[config.mk]
export PLATFORM = sky130hd
export DESIGN_NAME = seq_prio_encoder
export DESIGN_NICKNAME = d
export VERILOG_FILES = /design/src/rtl/seq_prio_encoder.sv
export SDC_FILE = /design/constraint.sdc
export NUM_CORES = 1
export LEC_CHECK = 0
export CORE_MARGIN = 8
export CORE_UTILIZATION = 48
export DETAILED_ROUTE_END_ITERATION = 8
export PLACE_DENSITY = 0.73
export SKIP_LAST_GASP = 1
export SYNTH_ARGS = -nofsm -noshare
export SYNTH_HDL_FRONTEND = slang
export SYNTH_SLANG_ARGS = --single-unit
[constraint.sdc]
create_clock -name clk -period 3.4 [get_ports clk]
set_input_delay 0.51 -clock clk [delete_from_list [all_inputs] [get_ports clk]]
set_output_delay 0.51 -clock clk [all_outputs]
set_load 0.02 [all_outputs]
[src/rtl/seq_prio_encoder.sv]
// Multi-hot request serialiser: latches a request vector and emits the index of each set bit,
// one per handshake, in priority order.
module seq_prio_encoder #(
  parameter int unsigned WIDTH     = 16,
  parameter int unsigned IDXW      = 4,
  parameter bit          LSB_FIRST = 1'b1
) (
  input  logic             clk,
  input  logic             rst,
  input  logic             En,
  input  logic [WIDTH-1:0] code,
  input  logic             load,
  output logic             in_ready,
  output logic [IDXW-1:0]  out,
  output logic             out_valid,
  input  logic             out_ready,
  output logic             last,
  output logic [IDXW:0]    nbits,
  output logic             zero_flag
);

  localparam int unsigned CntW = IDXW + 1;

  typedef enum logic [0:0] {StIdle, StDrain} state_e;

  state_e           r_state, w_state_d;
  logic [WIDTH-1:0] r_pend, w_pend_d;
  logic [IDXW-1:0]  r_hold, w_hold_d;
  logic [CntW-1:0]  r_nbits, w_nbits_d;
  logic             r_zero, w_zero_d;

  logic [IDXW-1:0]  w_idx;
  logic [WIDTH-1:0] w_mask;
  logic             w_single;
  logic             w_load;
  logic             w_beat;

  // Winning index of a vector; the later assignment in the scan has priority.
  function automatic logic [IDXW-1:0] f_pick(input logic [WIDTH-1:0] v);
    logic [IDXW-1:0] idx;
    idx = '0;
    if (LSB_FIRST) begin
      for (int i = WIDTH - 1; i >= 0; i--) begin
        if (v[i]) idx = IDXW'(i);
      end
    end else begin
      for (int i = 0; i < WIDTH; i++) begin
        if (v[i]) idx = IDXW'(i);
      end
    end
    return idx;
  endfunction

  function automatic logic [CntW-1:0] f_popcount(input logic [WIDTH-1:0] v);
    logic [CntW-1:0] cnt;
    cnt = '0;
    for (int i = 0; i < WIDTH; i++) begin
      cnt = cnt + CntW'(v[i]);
    end
    return cnt;
  endfunction

  assign w_idx    = f_pick(r_pend);
  assign w_mask   = WIDTH'(1) << w_idx;
  // Exactly one bit left: the current beat is the final one.
  assign w_single = (r_pend != '0) && ((r_pend & (r_pend - WIDTH'(1))) == '0);

  assign in_ready  = En && (r_state == StIdle);
  assign out_valid = En && (r_state == StDrain);
  assign last      = out_valid && w_single;
  assign out       = (r_state == StDrain) ? w_idx : r_hold;
  assign nbits     = r_nbits;
  assign zero_flag = r_zero;

  assign w_load = load && in_ready;
  assign w_beat = out_valid && out_ready;

  always_comb begin
    w_state_d = r_state;
    w_pend_d  = r_pend;
    w_hold_d  = r_hold;
    w_nbits_d = r_nbits;
    w_zero_d  = 1'b0;
    unique case (r_state)
      StIdle: begin
        if (w_load) begin
          w_nbits_d = f_popcount(code);
          if (code != '0) begin
            w_pend_d  = code;
            w_state_d = StDrain;
          end else begin
            w_zero_d = 1'b1;
          end
        end
      end
      StDrain: begin
        if (w_beat) begin
          w_pend_d = r_pend & ~w_mask;
          w_hold_d = w_idx;
          if (w_single) w_state_d = StIdle;
        end
      end
      default: w_state_d = StIdle;
    endcase
  end

  always_ff @(posedge clk) begin
    if (rst) begin
      r_state <= StIdle;
      r_pend  <= '0;
      r_hold  <= '0;
      r_nbits <= '0;
      r_zero  <= 1'b0;
    end else begin
      r_state <= w_state_d;
      r_pend  <= w_pend_d;
      r_hold  <= w_hold_d;
      r_nbits <= w_nbits_d;
      r_zero  <= w_zero_d;
    end
  end

endmodule
==> metrics <==
status=finished, violations left; failing checks=negative setup slack; layout cells sized above 1=0.202; nets=340; Bufs on Longest Clock Path=2; Setup-failing EPs final=1; Residual DRC=0; pin count of the biggest net entering global routing=28; Synth cell types=47; Sequential cell area=541 um2; Layout area overhead=31.5%; core area=approximately 4000 um2; RSZ-0062 raised after global routing=true; Post-synth top flop=dfxtp_1; CP max FO=2; WL final=~6000 um; FP Rows=23; Setup CP Type=in2reg; antenna viol nets, final=0; die area=between 6000 and 7000 um2; antenna fix cells=0; syn nets=around 290; Cell Pwr Density=441 nW/um2; YS warnings=0; I/O pin cnt=34; footprint of the multi-input gates=1310 um2; Max IR drop VDD=0.000403 V; clk_skew=roughly 0.0036 ns; global-route wire length before repair=between 9000 and 10000 um; reg-to-reg setup timing slack=just over 0.9 ns; Die Height=between 80 and 90 um; Hold Buf Count CTS=0; hold endpoint=r_hold[1]; max-cap violation count=0; P_leak=approximately 1.0 nW; Critical Path Sink Type=register; Root Buffer=clkbuf_8; fmax=between 200 and 300 MHz; Final Util=0.652; Syn Inst Count=approximately 250; WHS=approximately 0.46 ns; grt total ovfl=0; DRT iter0 DRCs=approximately 150; Worst Hold Class=reg2reg; Synth Cell Area=roughly 2000 um2; fin worst setup slack=-0.0229 ns; WP data required=about 3.5 ns; routed vias/inst=roughly 5.7; #FFs+latches synth=27; Final Hold Fails=0; EDFF count, synth=0; CTS buffer count=3; Die W=80.1 um; DP Cell Count=345; antenna violations before repair=0; clock sink total=27; hold_sp=r_hold[1]; reg2reg start=r_pend[13]; Post-synth ARST share=0; fillcell total=between 300 and 400; reg2reg end=r_pend[9]; final setup TNS=-0.0229 ns; CTS tree=yes; number of global-route vias before repair=a little over 2000; FF-to-FF path depth=7; H-tree lvl count=1; Post-Place Worst Slack=-0.763 ns; minimum clock period=~3.4 ns; GPL Wtd Cong=0.922; post-synthesis area per instance=7.85 um2; Slew HR=0.315; GRT Overall Usage=0.193; clk_lat worst skew=around 0.27 ns; vias=2006; Final Max Tran Viols=0; Clk pin slew, worst setup/hold paths=0.10 ns; CP startpoint kind=input port; sequential area share after synthesis=0.274; Hold Path Depth=2; drt pass-1 iters=4; actual slew at the worst max-slew pin=a little over 1 ns; crit share post-route=1.01; Detail Placement HPWL=between 4000 and 5000 um; Initial Util=0.496; Arr. time, crit path=~3.6 ns; detailed-route wire length per cell=between 15 and 20 um; # port buffers=33; Non-Filler Instances=between 300 and 400
[cell families (layout without fill, tap and decap cells)]
logic type	count (synthesis)	after routing	synth area share
adder cells (fa/ha/maj)	17	17	0.145
flip-flops	27	27	0.274
buffers and inverters	39	90	0.0813
XOR/XNOR	2	2	0.00890
multiplexers	6	6	0.0330
AO/OA/AOI/OAI	64	64	0.215
AND/OR/NAND/NOR	96	96	0.243
[per-stage QoR]
step                      instance area [um2]  power, W
after global routing                     2590   0.00122
final                                    2590   0.00114
after detailed placement                 2490  0.000883
after global placement                   2490  0.000868
after floorplan                          1970  0.000692
after CTS                                2560   0.00112
[area by class of cell]
cell class              instances  share of cell area
multi-input cells             185               0.505
flip-flops and latches         27               0.209
repair buffers                 62               0.209
inverters                      24              0.0348
well taps                      50              0.0242
clock buffers                   3              0.0159
clock inverters                 1             0.00290
[repair_timing]
action                                  4_1_cts  5_1_grt
setup buffers                                 2        1
gates cloned                                  0        0
pin swaps                                    11        8
gates resized for setup                      52        6
endpoints found under the setup margin        5        4
[where the power goes]
| part | switching (W) | total (W) | internal (W) |
|---|---|---|---|
| sequential | 0.0000233 | 0.000361 | 0.000338 |
| combinational | 0.000303 | 0.000590 | 0.000287 |
| clock | 0.000108 | 0.000191 | 0.0000833 |
[worst max-delay path, stage by stage]
cell and delay, ns:
buf_8 0.10, fa_1 0.48, fa_1 0.51, inv_2 0.04, fa_1 0.51, fa_1 0.43, inv_2 0.09, ha_4 0.13
inv_2 0.03, fa_2 0.35, nor2b_4 0.14, nor3_2 0.06, a21oi_1 0.12, nor2_1 0.05
[how the worst max path moves through the flow]
stage	startpoint	end	slack [ns]
after CTS	code[15]	nbits[2]	-0.08
after global routing	code[13]	nbits[2]	-0.11
after floorplan	code[11]	nbits[2]	-0.08
after detailed placement	code[7]	nbits[2]	-0.76
after global placement	code[7]	nbits[2]	-0.71
final	code[13]	nbits[2]	-0.02
[state kept, by name (all words and copies together), names as in the netlist]
name / cells
nbits: 5
r_hold: 4
zero_flag: 1
r_pend: 16
r_state: 1
[synth_stat cells, types with 3 or more instances]
| cell type | number | area share |
|---|---|---|
| a21oi_1 | 28 | 0.071 |
| a311oi_1 | 7 | 0.031 |
| and2_1 | 5 | 0.016 |
| buf_2 | 5 | 0.013 |
| clkbuf_1 | 7 | 0.013 |
| dfxtp_1 | 27 | 0.27 |
| fa_1 | 10 | 0.10 |
| ha_1 | 6 | 0.038 |
| inv_1 | 24 | 0.046 |
| mux2_2 | 4 | 0.023 |
| nand2_1 | 27 | 0.051 |
| nand2b_1 | 7 | 0.022 |
| nand3_1 | 3 | 0.0076 |
| nor2_1 | 22 | 0.042 |
| nor2b_1 | 3 | 0.0095 |
| nor3_1 | 9 | 0.023 |
| nor4_1 | 7 | 0.022 |
| o211ai_1 | 3 | 0.011 |
| o21ai_0 | 6 | 0.015 |
| o311ai_0 | 4 | 0.018 |
| or3_1 | 3 | 0.0095 |
[placed cells by master (no fill, tap or decap), drive strengths merged, types with 2 or more instances in the layout]
cell	synthesis	routed
a211oi	2	2
a21oi	28	28
a311oi	7	7
and2	5	5
and3	2	2
buf	8	38
clkbuf	7	3
clkdlybuf4s50	0	23
dfxtp	27	27
fa	10	10
ha	6	6
inv	24	24
mux2	4	4
mux2i	2	2
nand2	27	27
nand2b	7	7
nand3	3	3
nor2	22	22
nor2b	3	3
nor3	9	9
nor3b	2	2
nor4	8	8
o211ai	3	3
o21ai	6	6
o311ai	4	4
o31ai	2	2
or3	3	3
or4	2	2
xnor2	2	2
[per-layer routing]
layer | global-route usage | vias up | share of wire | routed length (um)
met5 | 0 | - | 0 | 0
met4 | 0.0618 | 0 | 0.014 | 80
met1 | 0.239 | 941 | 0.43 | 2500
met2 | 0.325 | 65 | 0.50 | 2910
li1 | - | 992 | - | -
met3 | 0.0402 | 8 | 0.065 | 379
No activity file was read; power rests on OpenSTA's default activity.
